[src/rtl/bin2bcd_pkg.sv]
// Shared types, constants and the leading-zero blanking helper for the
// sequential binary-to-BCD converter.
package bin2bcd_pkg;

  typedef enum logic {
    StIdle,
    StShift
  } state_e;

  localparam int unsigned DigitW    = 4;
  localparam int unsigned MaxDigits = 16;

  localparam logic [DigitW-1:0] AdjThresh = 4'd5;
  localparam logic [DigitW-1:0] AdjOffset = 4'd3;

  // Bit i (i >= 1) is set when every digit from the top down to i is zero.
  // The vector is sized for MaxDigits; callers zero-extend and slice.
  function automatic logic [MaxDigits-1:0] calc_blank_n(
    input logic [DigitW*MaxDigits-1:0] bcd,
    input int unsigned                 digits
  );
    logic [MaxDigits-1:0] blank;
    logic                 all_zero;
    blank    = '0;
    all_zero = 1'b1;
    for (int unsigned i = MaxDigits - 1; i >= 1; i--) begin
      if (i < digits) begin
        all_zero = all_zero && (bcd[i*DigitW +: DigitW] == '0);
        blank[i] = all_zero;
      end
    end
    return blank;
  endfunction

endpackage

[src/rtl/bcd_digit_adjust.sv]
// Double-dabble per-digit correction: add 3 to a BCD digit of 5 or more.
module bcd_digit_adjust
  import bin2bcd_pkg::*;
(
  input  logic [DigitW-1:0] digit_i,
  output logic [DigitW-1:0] digit_o
);

  // Legal inputs never exceed 9, so the result fits in 4 bits (max 12).
  assign digit_o = (digit_i >= AdjThresh) ? digit_i + AdjOffset : digit_i;

endmodule

[src/rtl/bin2bcd_seq.sv]
// Sequential double-dabble converter: one shift/adjust step per clock behind a
// start/done handshake, with registered BCD output and leading-zero mask.
module bin2bcd_seq
  import bin2bcd_pkg::*;
#(
  parameter int unsigned BIN_W  = 16,
  parameter int unsigned DIGITS = 5
) (
  input  logic                     clock_100Mhz,
  input  logic                     reset,
  input  logic                     start,
  input  logic [BIN_W-1:0]         bin_in,
  output logic                     busy,
  output logic                     done,
  output logic [DigitW*DIGITS-1:0] bcd_out,
  output logic [DIGITS-1:0]        blank_n
);

  localparam int unsigned ScrW = DigitW * DIGITS;
  localparam int unsigned CntW = $clog2(BIN_W);

  localparam logic [MaxDigits-1:0] BlankRstFull = calc_blank_n('0, DIGITS);

  state_e              state_q, state_d;
  logic [BIN_W-1:0]    sh_q, sh_d;
  logic [ScrW-1:0]     scr_q, scr_d;
  logic [CntW-1:0]     cnt_q, cnt_d;
  logic                done_q, done_d;
  logic [ScrW-1:0]     bcd_q, bcd_d;
  logic [DIGITS-1:0]   blank_q, blank_d;

  logic [ScrW-1:0]               scr_adj;
  logic [ScrW-1:0]               scr_shift;
  logic [DigitW*MaxDigits-1:0]   scr_ext;
  logic [MaxDigits-1:0]          blank_full;
  logic                          unused_bits;

  for (genvar g = 0; g < DIGITS; g++) begin : g_adj
    bcd_digit_adjust u_adj (
      .digit_i(scr_q[g*DigitW +: DigitW]),
      .digit_o(scr_adj[g*DigitW +: DigitW])
    );
  end

  // The top scratch bit shifted out is always zero for legal parameters.
  assign scr_shift   = {scr_adj[ScrW-2:0], sh_q[BIN_W-1]};
  assign unused_bits = ^{scr_adj[ScrW-1], blank_full};

  always_comb begin
    scr_ext            = '0;
    scr_ext[ScrW-1:0]  = scr_shift;
    blank_full         = calc_blank_n(scr_ext, DIGITS);
  end

  always_comb begin
    state_d = state_q;
    sh_d    = sh_q;
    scr_d   = scr_q;
    cnt_d   = cnt_q;
    done_d  = 1'b0;
    bcd_d   = bcd_q;
    blank_d = blank_q;
    unique case (state_q)
      StIdle: begin
        if (start) begin
          sh_d    = bin_in;
          scr_d   = '0;
          cnt_d   = CntW'(BIN_W - 1);
          state_d = StShift;
        end
      end
      StShift: begin
        scr_d = scr_shift;
        sh_d  = {sh_q[BIN_W-2:0], 1'b0};
        cnt_d = cnt_q - CntW'(1);
        if (cnt_q == '0) begin
          bcd_d   = scr_shift;
          blank_d = blank_full[DIGITS-1:0];
          done_d  = 1'b1;
          state_d = StIdle;
        end
      end
      default: state_d = StIdle;
    endcase
  end

  always_ff @(posedge clock_100Mhz) begin
    if (reset) begin
      state_q <= StIdle;
      sh_q    <= '0;
      scr_q   <= '0;
      cnt_q   <= '0;
      done_q  <= 1'b0;
      bcd_q   <= '0;
      blank_q <= BlankRstFull[DIGITS-1:0];
    end else begin
      state_q <= state_d;
      sh_q    <= sh_d;
      scr_q   <= scr_d;
      cnt_q   <= cnt_d;
      done_q  <= done_d;
      bcd_q   <= bcd_d;
      blank_q <= blank_d;
    end
  end

  assign busy    = (state_q == StShift);
  assign done    = done_q;
  assign bcd_out = bcd_q;
  assign blank_n = blank_q;

endmodule

[config.mk]
export PLATFORM = sky130hd
export DESIGN_NAME = bin2bcd_seq
export DESIGN_NICKNAME = d
export VERILOG_FILES = /design/src/rtl/bin2bcd_pkg.sv /design/src/rtl/bcd_digit_adjust.sv /design/src/rtl/bin2bcd_seq.sv
export SDC_FILE = /design/constraint.sdc
export NUM_CORES = 1
export LEC_CHECK = 0
export BUFFER_PORTS_ARGS = -buffer_cell sky130_fd_sc_hd__buf_4
export CORE_UTILIZATION = 45
export DETAILED_ROUTE_END_ITERATION = 16
export PLACE_DENSITY = 0.65
export SLEW_MARGIN = 25
export SYNTH_ARGS = -nofsm -noshare
export SYNTH_HDL_FRONTEND = slang
export SYNTH_HIERARCHICAL = 1
export SYNTH_SLANG_ARGS = --single-unit
[constraint.sdc]
create_clock -name clock_100Mhz -period 2.4 [get_ports clock_100Mhz]
set_clock_uncertainty 0.1 [all_clocks]
set_input_delay 0.12 -clock clock_100Mhz [delete_from_list [all_inputs] [get_ports clock_100Mhz]]
set_output_delay 0.12 -clock clock_100Mhz [all_outputs]
set_load 0.01 [all_outputs]
==> impl_results.md, run 1 <==
* Outcome: complete, no violations
* Clock transition at path regs at 0.07 ns
* Critical path arrival at 2.22 ns
* FMAX at 488.0 MHz
* Crit. End Element: flip-flop
* Final core occ at 56.16%
* P&R area growth vs syn at 18.09%
* Drt first-iter violations at 120
* Min Clock Period, post-route at 2.049 ns
* YS warnings at 6
* GR Overflow Total at 0
* Hold EP: sh_q[7]
* Skew-Pair Late Insertion Delay at 0.34 ns
* Worst r2r path cells at 8
* Core footprint at roughly 6500 sq um
* Starting density of the core at between 40% and 50%
* Post-CTS sizing at 0
* Routability cong. at 0.7865
* TritonRoute pass-1 iters at 6
* Initial antenna violation count at 0
* Finished Layout Cells at 446
* Nets@finish at slightly below 400
* Die height at 84.62 um
* DRC Markers at 0
* Worst hold path type: in2reg
* Crit Path Max Fanout at 3
* Leakage at 1.521 nW
* Metal2 WL at 2868 um
* Root buffer cell: clkbuf_8
* Hold_sp: bin_in[7]
* Vias per Instance at 5.267
* WL/cell at 13.60 um
* Peak VDD IR at ~0.48 mV
* Worst setup margin at 0.3506 ns
* Hold Crit Depth at 4
* Count of final hold-check violations at 0
* Reg2reg end: blank_n[1]
* Max-cap check violation count at 0
* Num ports at 46
* Row cnt at 29
* Reg2reg setup slack at around 0.35 ns
* Fraction of layout cells with a size suffix above 1 at 23.31%
* Setup CP Type: reg2reg
* Die ar. at 7161 sq um
* Max Slew Vio Count at 0
* Final setup TNS at 0 ns
* Final ANT Viol Nets at 0
* Post-synthesis cell count at 327
* Startpoint Class: flip-flop
* CTS max path bufs at 2
* Crit path required time at 2.57 ns
* CTS H-Tree Depth at 3
* N_diodes at 0
* Port-buffer cells at 44
* Die width at 84.62 um
* Mapped Nets at 357
* Final Cycle Share at 85.39%
* RSZ-0062 raised after global routing: false
* Largest net degree at the start of global routing at 52
* Placed Cells at 430
* Syn avg cell area at 9.394 sq um
* Worst slew pin tran at between 0.5 and 0.6 ns
* Routed wl met3 at 291 um
* First-pass GRT wire length at about 10000 um
* Mapped Area at 3072 sq um
* Vias in the first global route at 2172
* Via Count at 2349
* Place WS at 0.3513 ns
* Final Setup Violations at 0
* WHS at 0.03601 ns
* Final HPWL DP at 3987 um
* Tot GR Track Use at 18.36%
* Top sig layer: met4
* Fillers at 589
* Routed length on met1 at 2836 um
* Reg-to-Reg Start: scr_q[13]
* CTS tree: yes
* Worst slew margin at 63.90%
* PwrDens at 659.6 nW/um^2
* Total CTS buffers at 9
* WL final at 6066 um
* CTS sink count at 66
## power by group
group	internal [mW]	switching, mW
Clock	0.637	0.401
Sequential	1.13	0.0232
Combinational	0.0942	0.109
Total	1.86	0.534
## stage by stage
stage	cell area [sq um]	power, mW
floorplan	3072	1.329
global placement	3398	1.374
detailed placement	3398	1.378
CTS	3627	2.415
global route	3627	2.495
finish	3627	2.392
## sequential cells by signal, indices dropped and copies added (netlist names)
register,cells
sh_q,16
bcd_out,20
scr_q,20
cnt_q,4
blank_n,4
done,1
busy,1
## cell usage in the layout (no fill, tap or decap), drive strengths merged, types with 12 or more instances in the layout
master and instances:
nor3b 20, nor2 44, inv 12, clkbuf 13, a21oi 30, nand2 21, dfxtp 66, mux2 15
buf 47, mux2i 21, a22o 20
## worst max path at each step
stage                     startpoint         end
after global routing       scr_q[13]  blank_n[1]
after CTS                  scr_q[13]  blank_n[1]
after global placement     scr_q[13]  blank_n[1]
after floorplan            scr_q[13]  blank_n[1]
final                      scr_q[13]  blank_n[1]
after detailed placement   scr_q[13]  blank_n[1]
## final cells by class
type	instances	area, sq um	share of cell area [%]
multi-input combinational	228	1582	43.60
sequential	66	1323	36.46
timing repair buffer	48	362.8	10.00
clock buffer	13	158.9	4.381
tap	77	96.34	2.656
clock inverter	2	60.06	1.656
inverter	12	45.04	1.242
## worst max-delay path: stages (launching register included)
cell and delay (ns):
dfxtp_1 0.34, inv_1 0.07, ha_1 0.18, nand2b_1 0.17, a21oi_2 0.20, xnor2_1 0.13
nor4_1 0.46, nand3_1 0.16, o21ai_1 0.17
## repair_timing
item,CTS,global route
buffers inserted,0,0
hold buffers,1,0
endpoints found under the hold margin,1,0
## metal layers
layer	vias to the layer above	GRT usage, %
li1	1208	-
met1	1092	22.66
met2	43	29.56
met3	6	6.096
met4	0	7.396
met5	-	0
Power figures use the tool's default switching activity.
==> run 2: changes to the inputs <==
--- a/config.mk
+++ b/config.mk
@@ -5,6 +5,7 @@
 export SDC_FILE = /design/constraint.sdc
 export NUM_CORES = 1
 export LEC_CHECK = 0
+export ABC_AREA = 1
 export BUFFER_PORTS_ARGS = -buffer_cell sky130_fd_sc_hd__buf_4
 export CORE_UTILIZATION = 45
 export DETAILED_ROUTE_END_ITERATION = 16
==> run 2 against run 1 <==
  * Sequential power about the same
  * Hold slack improved by 0.040 ns
  * Worst setup slack improved by 0.21 ns
  * Critical path depth is the same
  * Flip-flop and latch count did not move
==> impl_results.md, run 2 <==
* Metal2 WL at 3511 um
* CP Buf/Inv Count at 3
* Syn avg cell area at 6.895 sq um
* FF+latch area at 1321 sq um
* N_diodes at 0
* Postcts setup bufs at 0
* Via Count at 2993
* Startpoint Class: flip-flop
* First-pass GRT wire length at between 10000 and 15000 um
* Outcome: complete, no violations
* Cell Chain, Critical Path: inv_1, ha_1, inv_1, nor2_2, nand3_2, inv_2, nor2_1, nor2_1
* Most frequent cells in the layout: nand2_1, nor2_1, dfxtp_1, buf_4, inv_1
* Routed wl met3 at 212 um
* Largest net degree at the start of global routing at 29
* TritonRoute pass-1 iters at 4
* Drt first-iter violations at around 120
* FMAX at ~540 MHz
* Place WS at about 0.55 ns
* Post-synthesis cell count at 466
* Fraction of layout cells with a size suffix above 1 at 18.82%
* Post-CTS sizing at 0
* Worst setup margin at 0.5635 ns
* Max Slew Vio Count at 0
* DRC Markers at 0
* Fillers at 685
* Commonest non-fill, non-tap cell in the layout: nand2_1
* Min Clock Period, post-route at 1.836 ns
* GR Overflow Total at 0
* Worst slew pin tran at 0.6486 ns
* WL/cell at 11.32 um
* Nets@finish at 553
* Final HPWL DP at 4788 um
* Clock transition at path regs at 0.07 ns
* CTS sink count at 66
* Crit Path Max Fanout at 22
* Core footprint at 6832 sq um
* Die height at 86.50 um
* Mapped Area at 3213 sq um
* WL final at roughly 7000 um
* P&R area growth vs syn at 23.29%
* Largest stage delay on the critical path at about 0.42 ns
* Root buffer cell: clkbuf_8
* Area of the multi-input gates at ~1600 sq um
* Worst slew margin at between 50% and 60%
* Final Cycle Share at 76.52%
* Mapped Nets at 496
* Die ar. at between 7000 and 8000 sq um
* Tot GR Track Use at 20.29%
* Routed length on met1 at about 3200 um
* CP top delay family: simple AND/OR/NAND/NOR gates
* Crit path required time at about 2.6 ns
* CP max-delay cell: inv_2
* Routability cong. at 0.8234
* Vias per Instance at a little under 5
* Worst hold path type: in2reg
* Row cnt at 30
* CTS tree: yes
* Top sig layer: met4
* Skew-Pair Late Insertion Delay at 0.33 ns
* Crit. End Element: flip-flop
* Final ANT Viol Nets at 0
* Critical path arrival at 2.00 ns
* Num ports at 46
* Vias in the first global route at 2741
* Leakage at 1.767 nW
* CTS H-Tree Depth at 3
* Total CTS buffers at 9
* PwrDens at 606.1 nW/um^2
* Final Setup Violations at 0
* Starting density of the core at between 40% and 50%
* Max-cap check violation count at 0
* Port-buffer cells at 44
* Peak VDD IR at 0.3885 mV
* Setup CP Type: reg2reg
* Final setup TNS at 0 ns
* Count of final hold-check violations at 0
* CTS max path bufs at 2
* Initial antenna violation count at 0
* Die width at slightly below 90 um
* YS warnings at 6
* RSZ-0062 raised after global routing: false
[run 2: layout make-up]
type / count / share of cell area [%]
clock buffer: 11 / 3.822
clock inverter: 3 / 1.011
inverter: 47 / 4.454
multi-input combinational: 332 / 40.62
sequential: 66 / 33.35
tap: 96 / 3.032
timing repair buffer: 67 / 13.71
[run 2: through the flow]
step	area, sq um	std cells	power [mW]	hold slack, ns	util [%]
after CTS	3961	622	2.431	0.05383	57.99
after global routing	3961	622	2.525	0.07362	57.99
final	3961	622	2.401	0.07555	57.99
after floorplan	3213	466	1.383	0.1638	-
after detailed placement	3610	592	1.494	0.2850	52.84
after global placement	3610	592	1.488	0.2812	52.84
[run 2: report_power, final]
| group | leakage (nW) | switching (mW) | internal (mW) |
|---|---|---|---|
| clock network | 0.101 | 0.394 | 0.521 |
| registers | 0.538 | 0.0282 | 1.15 |
| logic | 1.13 | 0.173 | 0.135 |
| total | 1.77 | 0.595 | 1.81 |
[run 2: worst paths after layout]
kind	start	to	slack, ns	cells past startpoint
worst min-delay path	reset	done	0.08	2
worst max register to register	cnt_q[0]	bcd_out[18]	0.56	8
worst min register to register	sh_q[0]	sh_q[0]	0.37	2
worst max-delay path	cnt_q[0]	bcd_out[18]	0.56	8
[run 2: worst register-to-register path: cells and delay by family, from the launching register on]
family                     cells  cell delay (ns)
and+or+nand+nor                4             0.61
buffers and inverters          3             0.58
adders and majority gates      1             0.18
DFF                            1             0.30
[run 2: repair_timing]
item | in CTS | in global routing
hold endpoints to repair | 16 | 0
endpoints found under the setup margin | 0 | 0
hold buffers | 16 | 0
[run 2: routing by layer]
| metal | vias to the layer above | GRT usage, % |
|---|---|---|
| met5 | - | 0 |
| met4 | 0 | 7.121 |
| met3 | 6 | 5.238 |
| met2 | 54 | 36.44 |
| met1 | 1372 | 23.25 |
| li1 | 1561 | - |
==> run 3: changes to the inputs <==
--- a/config.mk
+++ b/config.mk
@@ -9,7 +9,7 @@
 export BUFFER_PORTS_ARGS = -buffer_cell sky130_fd_sc_hd__buf_4
 export CORE_UTILIZATION = 45
 export DETAILED_ROUTE_END_ITERATION = 16
-export PLACE_DENSITY = 0.65
+export PLACE_DENSITY = 0.68
 export SLEW_MARGIN = 25
 export SYNTH_ARGS = -nofsm -noshare
 export SYNTH_HDL_FRONTEND = slang
==> constraint.sdc (replaced) <==
create_clock -name clock_100Mhz -period 1.64 [get_ports clock_100Mhz]
set_clock_uncertainty 0.1 [all_clocks]
set_input_delay 0.082 -clock clock_100Mhz [delete_from_list [all_inputs] [get_ports clock_100Mhz]]
set_output_delay 0.082 -clock clock_100Mhz [all_outputs]
set_load 0.01 [all_outputs]
==> run 3 against run 2 <==
  * Worst setup slack got worse by 0.52 ns
  * Power rose by 52%
  * Hold slack improved by 0.012 ns
  * Flip-flop and latch count did not move
  * First-iteration DRC count rose by 17%
  * Via count rose by 4.2%
  * Utilization rose by 5.7 points
  * Critical path depth rose by 3
  * Final cell count rose by 4.2%
  * Largest cell class unchanged
  * Highest routed layer unchanged
==> impl_results.md, run 3 (synthesis gave the netlist of run 2 again) <==
* Outcome: complete, no violations
* Crit. End Element: flip-flop
* Core footprint at 6832 sq um
* Clk pwr share at 39.7%
* WL/cell at 11.42 um
* FMAX at 626.2 MHz
* Vias in the first global route at about 2800
* Min Clock Period, post-route at 1.597 ns
* P&R area growth vs syn at 35.40%
* Starting density of the core at about 47%
* Most frequent cells in the layout: nand2_1, buf_4, nor2_1, dfxtp_1, inv_1
* Worst hold path type: in2reg
* Final Cycle Share at 97.37%
* Via Count at 3118
* Final Power at 3.645 mW
* Skew-Pair Late Insertion Delay at 0.35 ns
* Fillers at around 640
* Max-cap check violation count at 0
* Clock transition at path regs at 0.08 ns
* Setup CP Type: reg2reg
* Place WS at -0.07827 ns
* Placed Cells at ~610
* NetSw at 0.9609 mW
* TritonRoute pass-1 iters at 4
* WHS at between 0.08 and 0.09 ns
* Crit Path Max Fanout at 3
* Total CTS buffers at 9
* Worst setup margin at 0.04318 ns
* CTS max path bufs at 2
* Finished Cell Area at 4350 sq um
* CTS tree: yes
* Port-buffer cells at 44
* Die height at approximately 87 um
* Count of final hold-check violations at 0
* Post-DP Area at 3750 sq um
* Finished Layout Cells at 648
* Root buffer cell: clkbuf_8
* Max Slew Vio Count at 0
* Fraction of layout cells with a size suffix above 1 at 28.44%
* Commonest non-fill, non-tap cell in the layout: nand2_1
* N_diodes at 0
* Num ports at 46
* Drt first-iter violations at 135
* Row cnt at 30
* Peak VDD IR at 0.5587 mV
* Final HPWL DP at 4784 um
* Final Setup Violations at 0
* Int Pwr at 2.684 mW
* Die ar. at 7482 sq um
* Crit path required time at ~1.8 ns
* Largest net degree at the start of global routing at 29
* CTS sink count at 66
* Nets@finish at just under 600
* CTS H-Tree Depth at 3
* Initial antenna violation count at 0
* Sw Share at 26.36%
* Die width at 86.50 um
* Leakage at roughly 1.9 nW
* First-pass GRT wire length at ~12000 um
* Critical path arrival at 1.78 ns
* Startpoint Class: flip-flop
* WL final at 7399 um
* Tot GR Track Use at 20.70%
* GR Overflow Total at 0
* RSZ-0062 raised after global routing: true
* Final ANT Viol Nets at 0
* Combinational share of power at 13.2%
* PwrDens at about 840 nW/um^2
* Flop pwr share at 47.1%
* Vias per Instance at 4.812
* Routability cong. at 0.8693
* DRC Markers at 0
-- run 3: final timing paths --
path,start,end,slack [ns],cells past startpoint
setup / recovery,scr_q[17],blank_n[3],0.04,11
hold / removal,start,scr_q[4],0.09,5
setup reg to reg,scr_q[17],blank_n[3],0.04,11
hold reg to reg,scr_q[19],scr_q[19],0.37,2
-- run 3: timing repair --
| item | CTS | global route |
|---|---|---|
| endpoints found under the setup margin | 8 | 16 |
| resized for setup | 10 | 48 |
| hold endpoints to repair | 17 | 0 |
| hold buffers | 17 | 0 |
| setup buffers | 1 | 5 |
| pin swaps | 4 | 29 |
-- run 3: worst max-delay path, stage by stage, from the launching register on --
cell and delay, ns:
dfxtp_2 0.34, inv_2 0.07, ha_4 0.15, nand2_1 0.07
nand2_2 0.08, o21ai_1 0.15, nand2_1 0.10, nor2_1 0.09
nand2_1 0.09, nor2_2 0.16, nand2_1 0.08, nand3_2 0.07
-- run 3: stage by stage --
| stage | TNS [ns] | util, % |
|---|---|---|
| finish | 0 | 63.68 |
| global route | -0.2119 | 63.68 |
| CTS | 0 | 60.97 |
| detailed placement | -0.1831 | 54.89 |
| global placement | -0.04900 | 54.89 |
| floorplan | 0 | - |
-- run 3: power by group through the flow --
stage	registers, mW	clock network, mW	logic [mW]
2_1_floorplan	1.77	0	0.250
3_3_place_gp	1.76	0	0.429
3_5_place_dp	1.76	0	0.436
4_1_cts	1.72	1.49	0.474
5_1_grt	1.73	1.56	0.539
6_report	1.72	1.45	0.480
-- run 3: final cells by class --
| type | instances | area (sq um) | share of cell area, % |
|---|---|---|---|
| well taps | 96 | 120.1 | 2.761 |
| repair buffers | 91 | 738.2 | 16.97 |
| clock inverters | 5 | 60.06 | 1.381 |
| clock buffers | 11 | 151.4 | 3.480 |
| inverters | 47 | 186.4 | 4.285 |
| flip-flops and latches | 66 | 1341 | 30.83 |
| multi-input cells | 332 | 1753 | 40.29 |
-- run 3: metal layers --
metal	global-route usage, %	share of wire, %	vias to the layer above
met4	5.606	1.7	0
met5	0	0	-
li1	-	-	1616
met1	22.87	44	1424
met3	7.143	4.3	12
met2	37.66	50	66
